File: config.mk
export PLATFORM = sky130hd
export DESIGN_NAME = mult_unit
export DESIGN_NICKNAME = d
export VERILOG_FILES = /design/src/rtl/alu_mult_seq_pkg.sv /design/src/rtl/alu_32bit.sv /design/src/rtl/mult_unit.sv /design/src/rtl/alu_mult_seq.sv
export SDC_FILE = /design/constraint.sdc
export NUM_CORES = 1
export LEC_CHECK = 0
export BUFFER_PORTS_ARGS = -buffer_cell sky130_fd_sc_hd__clkbuf_2
export CAP_MARGIN = 25
export CORE_MARGIN = 4
export CORE_UTILIZATION = 56
export CTS_CLUSTER_SIZE = 8
export DETAILED_ROUTE_END_ITERATION = 10
export PLACE_DENSITY = 0.76
export SLEW_MARGIN = 20
export SYNTH_ARGS = -nofsm -noshare
export SYNTH_HDL_FRONTEND = slang
export SYNTH_SLANG_ARGS = --single-unit
File: constraint.sdc
create_clock -name clk -period 6.11 [get_ports clk]
set_input_delay 0.611 -clock clk [delete_from_list [all_inputs] [get_ports clk]]
set_output_delay 0.611 -clock clk [all_outputs]
set_load 0.05 [all_outputs]
File: src/rtl/alu_mult_seq_pkg.sv
// Shared ALU opcode constants and state encoding for the shift-add multiply sequencer.
package alu_mult_seq_pkg;

   localparam int ALU_WIDTH = 32;

   typedef enum logic [3:0] {
      ALU_AND = 4'b0000,
      ALU_OR  = 4'b0001,
      ALU_ADD = 4'b0010,
      ALU_SUB = 4'b0110,
      ALU_SLT = 4'b0111,
      ALU_NOR = 4'b1100,
      ALU_SLL = 4'b1101,
      ALU_SRL = 4'b1110
   } alu_op_e;

   typedef enum logic [2:0] {
      ST_IDLE = 3'd0,
      ST_TEST = 3'd1,
      ST_ADD  = 3'd2,
      ST_SHL  = 3'd3,
      ST_SHR  = 3'd4,
      ST_DONE = 3'd5
   } mult_state_e;

endpackage

File: src/rtl/alu_32bit.sv
// Combinational 32-bit ALU shared with the multiply sequencer; shifts act on operand A.
module alu_32bit
   import alu_mult_seq_pkg::*;
(
   input  logic [3:0]           op,
   input  logic [ALU_WIDTH-1:0] first,
   input  logic [ALU_WIDTH-1:0] second,
   input  logic [4:0]           shamt,
   output logic [ALU_WIDTH-1:0] result,
   output logic                 zero
);

   logic slt;

   always_comb begin
      slt    = $signed(first) < $signed(second);
      result = '0;
      case (op)
         ALU_AND: result = first & second;
         ALU_OR:  result = first | second;
         ALU_ADD: result = first + second;
         ALU_SUB: result = first - second;
         ALU_SLT: result = {{(ALU_WIDTH-1){1'b0}}, slt};
         ALU_NOR: result = ~(first | second);
         ALU_SLL: result = first << shamt;
         ALU_SRL: result = first >> shamt;
         default: result = '0;
      endcase
   end

   assign zero = (result == '0);

endmodule

File: src/rtl/mult_unit.sv
// Integration wrapper pairing the multiply sequencer with the shared ALU.
module mult_unit
   import alu_mult_seq_pkg::*;
(
   input  logic                 clk,
   input  logic                 rst_n,
   input  logic                 start,
   input  logic                 flush,
   input  logic [ALU_WIDTH-1:0] mcand_in,
   input  logic [ALU_WIDTH-1:0] mplier_in,
   output logic                 busy,
   output logic                 done,
   output logic [ALU_WIDTH-1:0] product,
   output logic [5:0]           iter_count
);

   logic [3:0]           op;
   logic [ALU_WIDTH-1:0] first, second, result;
   logic [4:0]           shamt;
   logic                 zero;

   alu_mult_seq #(.WIDTH(ALU_WIDTH), .ITER_MAX(32)) u_seq (
      .clk        (clk),
      .rst_n      (rst_n),
      .start      (start),
      .flush      (flush),
      .mcand_in   (mcand_in),
      .mplier_in  (mplier_in),
      .busy       (busy),
      .done       (done),
      .product    (product),
      .iter_count (iter_count),
      .alu_op     (op),
      .alu_first  (first),
      .alu_second (second),
      .alu_shamt  (shamt),
      .alu_result (result),
      .alu_zero   (zero)
   );

   alu_32bit u_alu (
      .op     (op),
      .first  (first),
      .second (second),
      .shamt  (shamt),
      .result (result),
      .zero   (zero)
   );

endmodule

File: src/rtl/alu_mult_seq.sv
// Multi-cycle shift-add multiplier that borrows the shared ALU, one ALU operation per cycle.
// Produces the low WIDTH bits of mcand*mplier.
module alu_mult_seq
   import alu_mult_seq_pkg::*;
#(
   parameter int WIDTH    = 32,
   parameter int ITER_MAX = 32
) (
   input  logic             clk,
   input  logic             rst_n,
   input  logic             start,
   input  logic             flush,
   input  logic [WIDTH-1:0] mcand_in,
   input  logic [WIDTH-1:0] mplier_in,
   output logic             busy,
   output logic             done,
   output logic [WIDTH-1:0] product,
   output logic [5:0]       iter_count,
   output logic [3:0]       alu_op,
   output logic [WIDTH-1:0] alu_first,
   output logic [WIDTH-1:0] alu_second,
   output logic [4:0]       alu_shamt,
   input  logic [WIDTH-1:0] alu_result,
   input  logic             alu_zero
);

   localparam logic [5:0] ITER_LAST = 6'(ITER_MAX);
   localparam logic [WIDTH-1:0] ONE = {{(WIDTH-1){1'b0}}, 1'b1};

   mult_state_e      state_q, state_d;
   logic [WIDTH-1:0] acc_q, mcand_q, mplier_q;
   logic             test_bit_q;
   logic [5:0]       iter_next;
   logic             abort;

   assign iter_next = iter_count + 6'd1;
   assign abort     = flush && (state_q != ST_IDLE);

   // NOTE: sequential state uses non-blocking assignments so every register
   // samples pre-edge values regardless of process ordering.
   always_ff @(posedge clk or negedge rst_n) begin
      if (!rst_n) state_q <= ST_IDLE;
      else        state_q <= state_d;
   end

   // NOTE: every combinational output gets a default before the case so no
   // path through the block can leave it unassigned and infer a latch.
   always_comb begin
      state_d = state_q;
      unique case (state_q)
         ST_IDLE: if (start) state_d = ST_TEST;
         ST_TEST: state_d = alu_zero ? ST_SHL : ST_ADD;
         ST_ADD:  state_d = ST_SHL;
         ST_SHL:  state_d = ST_SHR;
         ST_SHR:  state_d = (alu_zero || iter_next == ITER_LAST) ? ST_DONE : ST_TEST;
         ST_DONE: state_d = ST_IDLE;
         default: state_d = ST_IDLE;
      endcase
      if (abort) state_d = ST_IDLE;
   end

   always_comb begin
      alu_op     = ALU_AND;
      alu_first  = '0;
      alu_second = '0;
      alu_shamt  = '0;
      busy       = (state_q != ST_IDLE);
      done       = (state_q == ST_DONE);
      unique case (state_q)
         ST_TEST: begin
            alu_op     = ALU_AND;
            alu_first  = mplier_q;
            alu_second = ONE;
         end
         ST_ADD: begin
            alu_op     = ALU_ADD;
            alu_first  = acc_q;
            // The addend is gated by the tested bit; ADD is only entered when it is set.
            alu_second = test_bit_q ? mcand_q : '0;
         end
         ST_SHL: begin
            alu_op    = ALU_SLL;
            alu_first = mcand_q;
            alu_shamt = 5'd1;
         end
         ST_SHR: begin
            alu_op    = ALU_SRL;
            alu_first = mplier_q;
            alu_shamt = 5'd1;
         end
         default: ;
      endcase
   end

   always_ff @(posedge clk or negedge rst_n) begin
      if (!rst_n) begin
         acc_q      <= '0;
         mcand_q    <= '0;
         mplier_q   <= '0;
         test_bit_q <= 1'b0;
         product    <= '0;
         iter_count <= '0;
      end else if (!abort) begin
         case (state_q)
            ST_IDLE: begin
               if (start) begin
                  mcand_q    <= mcand_in;
                  mplier_q   <= mplier_in;
                  acc_q      <= '0;
                  test_bit_q <= 1'b0;
                  iter_count <= '0;
               end
            end
            ST_TEST: test_bit_q <= ~alu_zero;
            ST_ADD:  acc_q      <= alu_result;
            ST_SHL:  mcand_q    <= alu_result;
            ST_SHR: begin
               mplier_q   <= alu_result;
               iter_count <= iter_next;
               // Product is captured on the edge entering DONE so it is valid with the pulse.
               if (state_d == ST_DONE) product <= acc_q;
            end
            default: ;
         endcase
      end
   end

endmodule

Word-level counts from Yosys, hierarchy flattened
Index checks and enable logic that the tools add are counted.
- reductions and logical operators: 17
- mux-type cells: 21
- add/sub/neg operators: 3
- equality and inequality tests: 15
- $lt $le $gt $ge: 1
- shift-type cells: 2
- bitwise gates (word level): 5
- operators with widths (cell ; count):
    case mux 32 bit (2 select lines) ; 4
    case mux 32 bit (8 select lines) ; 1
    two-way mux 32 bit ; 4
    case mux 32 bit (3 select lines) ; 1
    adder 32 bit ; 1
    bitwise AND 32 bit ; 1
    logical NOT 32 bit ; 1
    < comparator 32 bit ; 1
    NOT 32 bit ; 1
    bitwise OR 32 bit ; 1
    << shifter 32 x 1 -> 32 bit ; 1
    >> shifter 32 x 1 -> 32 bit ; 1
    subtractor 32 bit ; 1
    case mux 3 bit (5 select lines) ; 1
    AND reduction 3 bit ; 5
    equality test 4 bit (second input constant) ; 3
    case mux 4 bit (3 select lines) ; 1
    case mux 6 bit (2 select lines) ; 1
    equality test 3 bit (second input constant) ; 3
    two-way mux 3 bit ; 3
    equality test 4 x 3 -> 1 bit (second input constant) ; 2
    nonzero test 2 bit ; 4
    adder 6 x 1 -> 6 bit (second input constant) ; 1
    equality test 3 x 2 -> 1 bit (second input constant) ; 2
    15 further kinds ; 19
- input port bits: 68
- logic and storage cells: 71
- bits in registers: 138

Depth between registers and ports, before layout
Gate-level depths: netlist (run 1).
- depth in word-level cells: 13
- mapped depth: 26

Cells and area by module
From an unflattened synthesis (run 1), not the netlist that was laid out.
- cell total of the unflattened synthesis: 2140
- area total of the unflattened synthesis: 16893.7 sq um
- modules (own cells, without submodules) (module ; seq. area each (sq um) ; instances ; area an instance (sq um) ; cells each):
    alu_32bit ; 0.0 ; 1 ; 9576.7 ; 1354
    alu_mult_seq ; 3453.3 ; 1 ; 7317.0 ; 786

Worst setup path before layout (run 1)
Ideal clock, no wire load.
- path type: register to register
- start point: reg u_seq.state_q[1]
- end point: reg u_seq.test_bit_q
- stages on the path, launching flop included: 23
- arrival time: 4.903 ns
- setup slack: 1.085 ns
- cell sequence: dfrtp_1 buf_2 buf_1 clkbuf_1 buf_1 nor3_1 clkbuf_1 nand2_1 nand2_1 inv_1 ha_1 buf_6 nand4_4 or4_1 o22ai_2 nor3_2 o31ai_1 xor2_1 a2111oi_2 and4b_1 buf_6 nand2_4 a32o_1
- word-level cells in the longest chain between the ends: 9
- elaborated cells on any way between the ends: 37
- those cells by class: 2 x add/sub; 1 x order compare; 12 x eq/ne; 2 x shift; 6 x mux; 5 x bitwise; 9 x reduce/logical
- ends and longest elaborated chain (what ; line ; RTL):
    start, declared ; alu_mult_seq.sv:30 ; mult_state_e state_q, state_d;
    start signal, assigned ; alu_mult_seq.sv:43 ; else state_q <= state_d;
    parallel branches: the longest is 9 deep, another holds subtractor 32 bit ; - ;
    end signal, assigned ; alu_mult_seq.sv:114 ; ST_TEST: test_bit_q <= ~alu_zero;
    end, declared ; alu_mult_seq.sv:32 ; logic test_bit_q;
Parallel ways; which one is timed is not known.
A chain may end at the register's enable or synchronous reset.

Worst setup path in the final report (run 1)
- start point: reg u_seq.state_q[1]
- end point: reg u_seq.product[19]
- word-level cells in the longest chain between the ends: 13
- elaborated cells on any way between the ends: 40
- those cells by class: 2 x add/sub; 1 x order compare; 12 x eq/ne; 2 x shift; 10 x mux; 4 x bitwise; 9 x reduce/logical
- ends and longest elaborated chain (what ; line ; RTL):
    parallel branches: the longest is 12 deep, another holds subtractor 32 bit ; - ;
    AND reduction 3 bit (no source line) * ; - ;
    end signal, assigned ; alu_mult_seq.sv:121 ; if (state_d == ST_DONE) product <= acc_q;
    end, declared ; alu_mult_seq.sv:17 ; output logic [WIDTH-1:0] product,
Mark *: on every way between the ends.

==> qor.yml, run 1 <==
wire_per_inst_um: 21.05
synth_simple_gate_area_frac: 0.2170
cp_max_fo: 32
yosys_register_bits: 138
slew_headroom: 0.2831
yosys.area.top_type_share: 0.3029
synth.net_count: 1556
async_flop_share: 1.000
hold_viol_final: 0
clock_latency_ns: 0.43
yosys-mux-area-fraction: 0.08188
power_density_mw_per_mm2: 363.0
drt_first_pass_iters: 5
r2r-start: "u_seq.state_q[1]"
hp-class: "primary input to asynchronous set/reset pin"
synth_top_family_by_area: "compound AO/OA/AOI/OAI gates"
cts_setup_buffers: 0
fmax_mhz: 175.2
synth_seq_area_share: 0.3029
regToRegEndpoint: "u_seq.product[19]"
fin_skew_ns: 0.008553
slowest_stage: "dfrtp_1"
ff2ff_setup_slack_ns: 0.40
rsz0062_at_grt: "false"
critPathLaunchType: "flip-flop"
cts-root-buf: "clkbuf_16"
p_leak_nw: 6.398
ys.flop_type: "dfrtp_1"
synth_common_cells: "nand2_1, dfrtp_1, o21ai_0"
wl_mm: 37.08
setup_violations: 0
syn_area_sq_mm: 0.01140
vias: 11500
drive_above_1_share: 0.1650
synth_cell_types: 76
die_area_sq_mm: 0.02270
postSynthCellCount: 1440
ys.warnings.count: 0
hold_buffers: 0
yosys.area_share.adder: 0.05334
rows: 51
fin_cells: 1762
antenna_found_initial: 0
finalWorstSetupSlack_ns: 0.4027
worst_pin_slew_ns: 1.075
io_pins: 108
period_minus_slack_ns: 5.707
grt_start_max_net_pins: 83
ff2ff_path_depth: 18
dp_cells: 1729
gp_congestion: 1.018
cts.sinks: 138
fin_nets: 1600
preCtsSetupSlack_ns: 0.4183
grt_pass1_vias: 10740
drc_errors: 0
floorplan.initialDensity: 0.5781
cts_tree: "yes"
fin_crit_sh: 0.9341
cts-htree-levels: 4
cp_data_required_time_ns: 6.48
crit_chain: "clkinv_1, buf_4, o21ai_0, nand2_1, nand2_1, inv_1, ha_1, a21oi_2, o21ai_1, a41o_1, o41a_1, xnor2_1, o221ai_1, nor4_2, and4b_1, buf_4, nand4_1, nand3_1"
die_w_um: 150.7
io_buffers: 107
slowest_delay_ns: 0.70
arrival_ns: 6.07
cp-end-kind: "flip-flop"
tns_ns: 0
vias_per_cell: 6.527
maxSlewViolCount: 0
postSynthAreaPerCell_sq_um: 7.916
dp_hpwl_mm: 25.89
synth_edf_count: 0
cts_buffers: 17
ctsLongestPathBuffers: 2
antenna_cells: 0
die_h_um: 150.7
cp_num_buf_inv: 4
drt_iter0_markers: 1209
yosys.area.top_type: "dfrtp_1"
syn_to_final_growth_pct: 10.87
ir_drop_v: 0.0002311
core_sq_mm: 0.01972
drv_cap: 0
grt_use_total: 0.3305
grt_overflow: 0
ant_nets: 0
status: "completed"
synth-xor-area-share: 0.01229
cts.clk_slew.worst_paths_ns: 0.07
synth_area_leaders: "dfrtp_1, nand2_1, mux2i_1"
synth_compound_area_frac: 0.2674
grt_pass1_wl_mm: 59.58
cp_top_family: "compound AO/OA/AOI/OAI gates"
yosysMostFrequentCell: "nand2_1"
crit_type: "flip-flop to flip-flop"
-- placed cells by master (no fill, tap or decap), drive strengths merged, types with 43 or more instances in the layout --
| cell type | count |
|---|---|
| nand2 | 301 |
| dfrtp | 138 |
| o21ai | 123 |
| clkbuf | 123 |
| a21oi | 119 |
| mux2i | 82 |
| inv | 60 |
| nor2 | 49 |
| nand3 | 48 |
| ha | 47 |
| a21o | 43 |
| nand4 | 43 |
-- final cells by class --
class | count | area [sq um]
fillers | 1722 | 7079
repair buffers | 141 | 837.1
well taps | 265 | 331.6
inverters | 51 | 191.4
flip-flops and latches | 138 | 3455
multi-input cells | 1135 | 7244
clock buffers | 17 | 425.4
clock inverters | 15 | 153.9
-- how the worst max path moves through the flow --
stage / startpoint / endpoint / slack (ns) / depth (start not counted)
floorplan: u_seq.state_q[1] / u_seq.test_bit_q / 1.09 / 22
global placement: u_seq.state_q[1] / u_seq.product[1] / 0.53 / 15
detailed placement: u_seq.state_q[1] / u_seq.product[19] / 0.42 / 15
CTS: u_seq.state_q[1] / u_seq.product[19] / 0.37 / 15
global route: u_seq.state_q[1] / u_seq.product[17] / 0.02 / 18
finish: u_seq.state_q[1] / u_seq.product[19] / 0.40 / 18
-- sequential cells by signal, summed over array words and instances, names as in the netlist --
name	count
u_seq.acc_q	32
u_seq.mcand_q	32
u_seq.mplier_q	32
u_seq.product	32
u_seq.iter_count	6
u_seq.state_q	3
u_seq.test_bit_q	1
-- power by group --
group	switching [W]	internal (W)
logic	0.00132	0.000690
registers	0.000367	0.00116
clock network	0.000504	0.000547
-- metrics by stage --
stage | cell area [sq um] | power (W) | hold WS [ns] | utilization
2_1_floorplan | 11400 | 0.002944 | 0.3154 | -
3_3_place_gp | 11990 | 0.003447 | 0.5050 | 0.6082
3_5_place_dp | 12020 | 0.003485 | 0.5154 | 0.6096
4_1_cts | 12600 | 0.004536 | 0.2518 | 0.6390
5_1_grt | 12640 | 0.004852 | 0.2667 | 0.6410
6_report | 12640 | 0.004588 | 0.2069 | 0.6410
-- what timing repair did --
| action | CTS | global route |
|---|---|---|
| endpoints found under the setup margin | 0 | 32 |
| hold endpoints to repair | 0 | 0 |
| gates resized for setup | 0 | 2 |
-- cell families (layout without fill, tap and decap cells) --
group / Yosys count / after routing
DFF: 138 / 138
and+or+nand+nor: 534 / 534
adders and majority gates: 48 / 48
AOI/OAI and AO/OA: 445 / 445
buffers and inverters: 167 / 224
muxes: 92 / 92
xor gates and xnor gates: 16 / 16
-- worst reg2reg max path, delay by kind of cell, from the launching register on --
family,cells,cell delay (ns)
xor+xnor,1,0.20
fa+ha+maj,1,0.47
compound gates,6,1.76
flops,1,0.70
buf+inv,4,1.27
simple gates,6,1.24
-- routing by layer --
layer / vias to the layer above / global-route usage / wire, um
met3: 65 / 0.06352 / 3364
met1: 5596 / 0.4891 / 16630
met5: - / 0 / 0
li1: 5275 / - / -
met4: 0 / 0.07978 / 757
met2: 565 / 0.4994 / 16330
(Power assumes the default switching activity.)
==> inputs of run 2 (changes only) <==
--- a/config.mk
+++ b/config.mk
@@ -9,3 +9,2 @@
 export CAP_MARGIN = 25
-export CORE_MARGIN = 4
 export CORE_UTILIZATION = 56
==> constraint.sdc (replaced) <==
create_clock -name clk -period 6.11 [get_ports clk]
set_input_delay 0.9165 -clock clk [delete_from_list [all_inputs] [get_ports clk]]
set_output_delay 0.9165 -clock clk [all_outputs]
set_load 0.05 [all_outputs]
==> run 2 against run 1 <==
Effect of this change: count of clock-buffer cells in the layout up 2; non-clock buffer count did not move; flip-flop and latch count did not move; clock power barely moved; critical endpoint is now u_seq.product[20]; sequential share of layout area about the same.
==> qor.yml, run 2 (synthesized netlist as in run 1, its figures left out) <==
critPathLaunchType: "flip-flop"
die_w_um: 144.7
period_minus_slack_ns: 5.378
drive_above_1_share: 0.1630
io_pins: 108
io_buffers: 107
preCtsSetupSlack_ns: 0.9155
p_switching_w: 0.002147
drc_errors: 0
tns_ns: 0
cts-htree-levels: 4
die_h_um: 144.7
syn_to_final_growth_pct: 10.84
clock_latency_ns: 0.44
cts.sinks: 138
regToRegEndpoint: "u_seq.product[20]"
vias: 11400
cts_tree: "yes"
fmax_mhz: 185.9
ctsResizeCount: 0
endpoint: "u_seq.product[20]"
hp-class: "flip-flop to flip-flop"
total_power_w: 0.004574
wl_mm: 36.81
pwr-share-comb: 0.443
antenna_found_initial: 0
swShare: 0.4694
worst_pin_slew_ns: 1.004
fin_skew_ns: 0.01595
cts_buffers: 17
vias_per_cell: 6.472
grt_pass1_vias: 10270
drt_first_pass_iters: 6
power_density_mw_per_mm2: 362.0
status: "completed"
startpoint: "u_seq.state_q[2]"
r2r-start: "u_seq.state_q[2]"
wire_per_inst_um: 20.89
ff2ff_setup_slack_ns: 0.73
fin_crit_sh: 0.8802
p_leak_nw: 6.393
final_cell_mix: "nand2_1, dfrtp_1, o21ai_0"
fin_nets: 1600
ff2ff_path_depth: 17
grt_use_total: 0.3598
arrival_ns: 5.74
cts-root-buf: "clkbuf_16"
maxSlewViolCount: 0
pwr-share-seq: 0.331
cts_setup_buffers: 0
floorplan.initialDensity: 0.5781
gp_congestion: 1.011
ctsLongestPathBuffers: 2
ir_drop_v: 0.0002304
grt_start_max_net_pins: 87
hold_buffers: 0
hold_viol_final: 0
crit_type: "flip-flop to flip-flop"
rsz0062_at_grt: "false"
cp_max_fo: 32
antenna_cells: 0
ant_nets: 0
fin_util: 0.6408
core_sq_mm: 0.01972
grt_overflow: 0
clock_power_share: 0.226
drv_cap: 0
dp_hpwl_mm: 25.23
finalWorstSetupSlack_ns: 0.7321
cts.clk_slew.worst_paths_ns: 0.06
setup_violations: 0
die_area_sq_mm: 0.02093
cp_data_required_time_ns: 6.48
internal_power_w: 0.002427
worstHoldStart: "u_seq.mplier_q[23]"
rows: 51
grt_pass1_wl_mm: 57.63
final_common_cell: "nand2_1"
drt_iter0_markers: 1433
cp-end-kind: "flip-flop"
slew_headroom: 0.3291
run 2: through the flow:
stage	cell area (sq um)	std cells	hold slack, ns
2_1_floorplan	11400	1440	0.4718
3_3_place_gp	12000	1727	0.5140
3_5_place_dp	12030	1728	0.5220
4_1_cts	12590	1760	0.5375
5_1_grt	12640	1762	0.5490
6_report	12640	1762	0.5372
run 2: worst max-delay path, stage by stage (launching register included):
cell,delay (ns)
dfrtp_1,0.38
inv_1,0.07
buf_4,0.30
and3_1,0.44
buf_4,0.29
nand2_1,0.11
ha_1,0.49
and2_1,0.26
nand3_1,0.11
a211oi_1,0.62
o41a_1,0.38
a211oi_1,0.13
a211oi_2,0.39
nand4_1,0.24
and4b_1,0.42
buf_4,0.38
nand4_1,0.18
nand3_1,0.11
run 2: metal layers:
layer | track usage | part of all wire | vias to the layer above
met5 | 0 | 0 | -
met4 | 0.1197 | 0.022 | 0
met3 | 0.06746 | 0.081 | 76
met2 | 0.5440 | 0.45 | 532
met1 | 0.5138 | 0.45 | 5514
li1 | - | - | 5282
run 2: power by group through the flow:
| stage | Sequential, W | Combinational (W) | Clock (W) |
|---|---|---|---|
| after global placement | 0.00150 | 0.00195 | 0 |
| after floorplan | 0.00136 | 0.00158 | 0 |
| final | 0.00152 | 0.00203 | 0.00103 |
| after CTS | 0.00150 | 0.00200 | 0.00104 |
| after global routing | 0.00154 | 0.00222 | 0.00108 |
| after detailed placement | 0.00151 | 0.00198 | 0 |
run 2: final cells by class:
type                    count  area [sq um]
clock buffers              19         442.9
clock inverters            13         120.1
fillers                  1743          7082
inverters                  51         191.4
multi-input cells        1135          7238
flip-flops and latches    138          3455
well taps                 265         331.6
repair buffers            141         857.1
run 2: how the worst min path moves through the flow:
stage	to	slack, ns	cells after the start
final	u_seq.mplier_q[23]	0.54	1
after global routing	u_seq.mplier_q[23]	0.55	1
after CTS	u_seq.mplier_q[27]	0.54	1
after detailed placement	u_seq.mplier_q[27]	0.52	1
after global placement	u_seq.mplier_q[27]	0.51	1
after floorplan	u_seq.mplier_q[0]	0.47	1
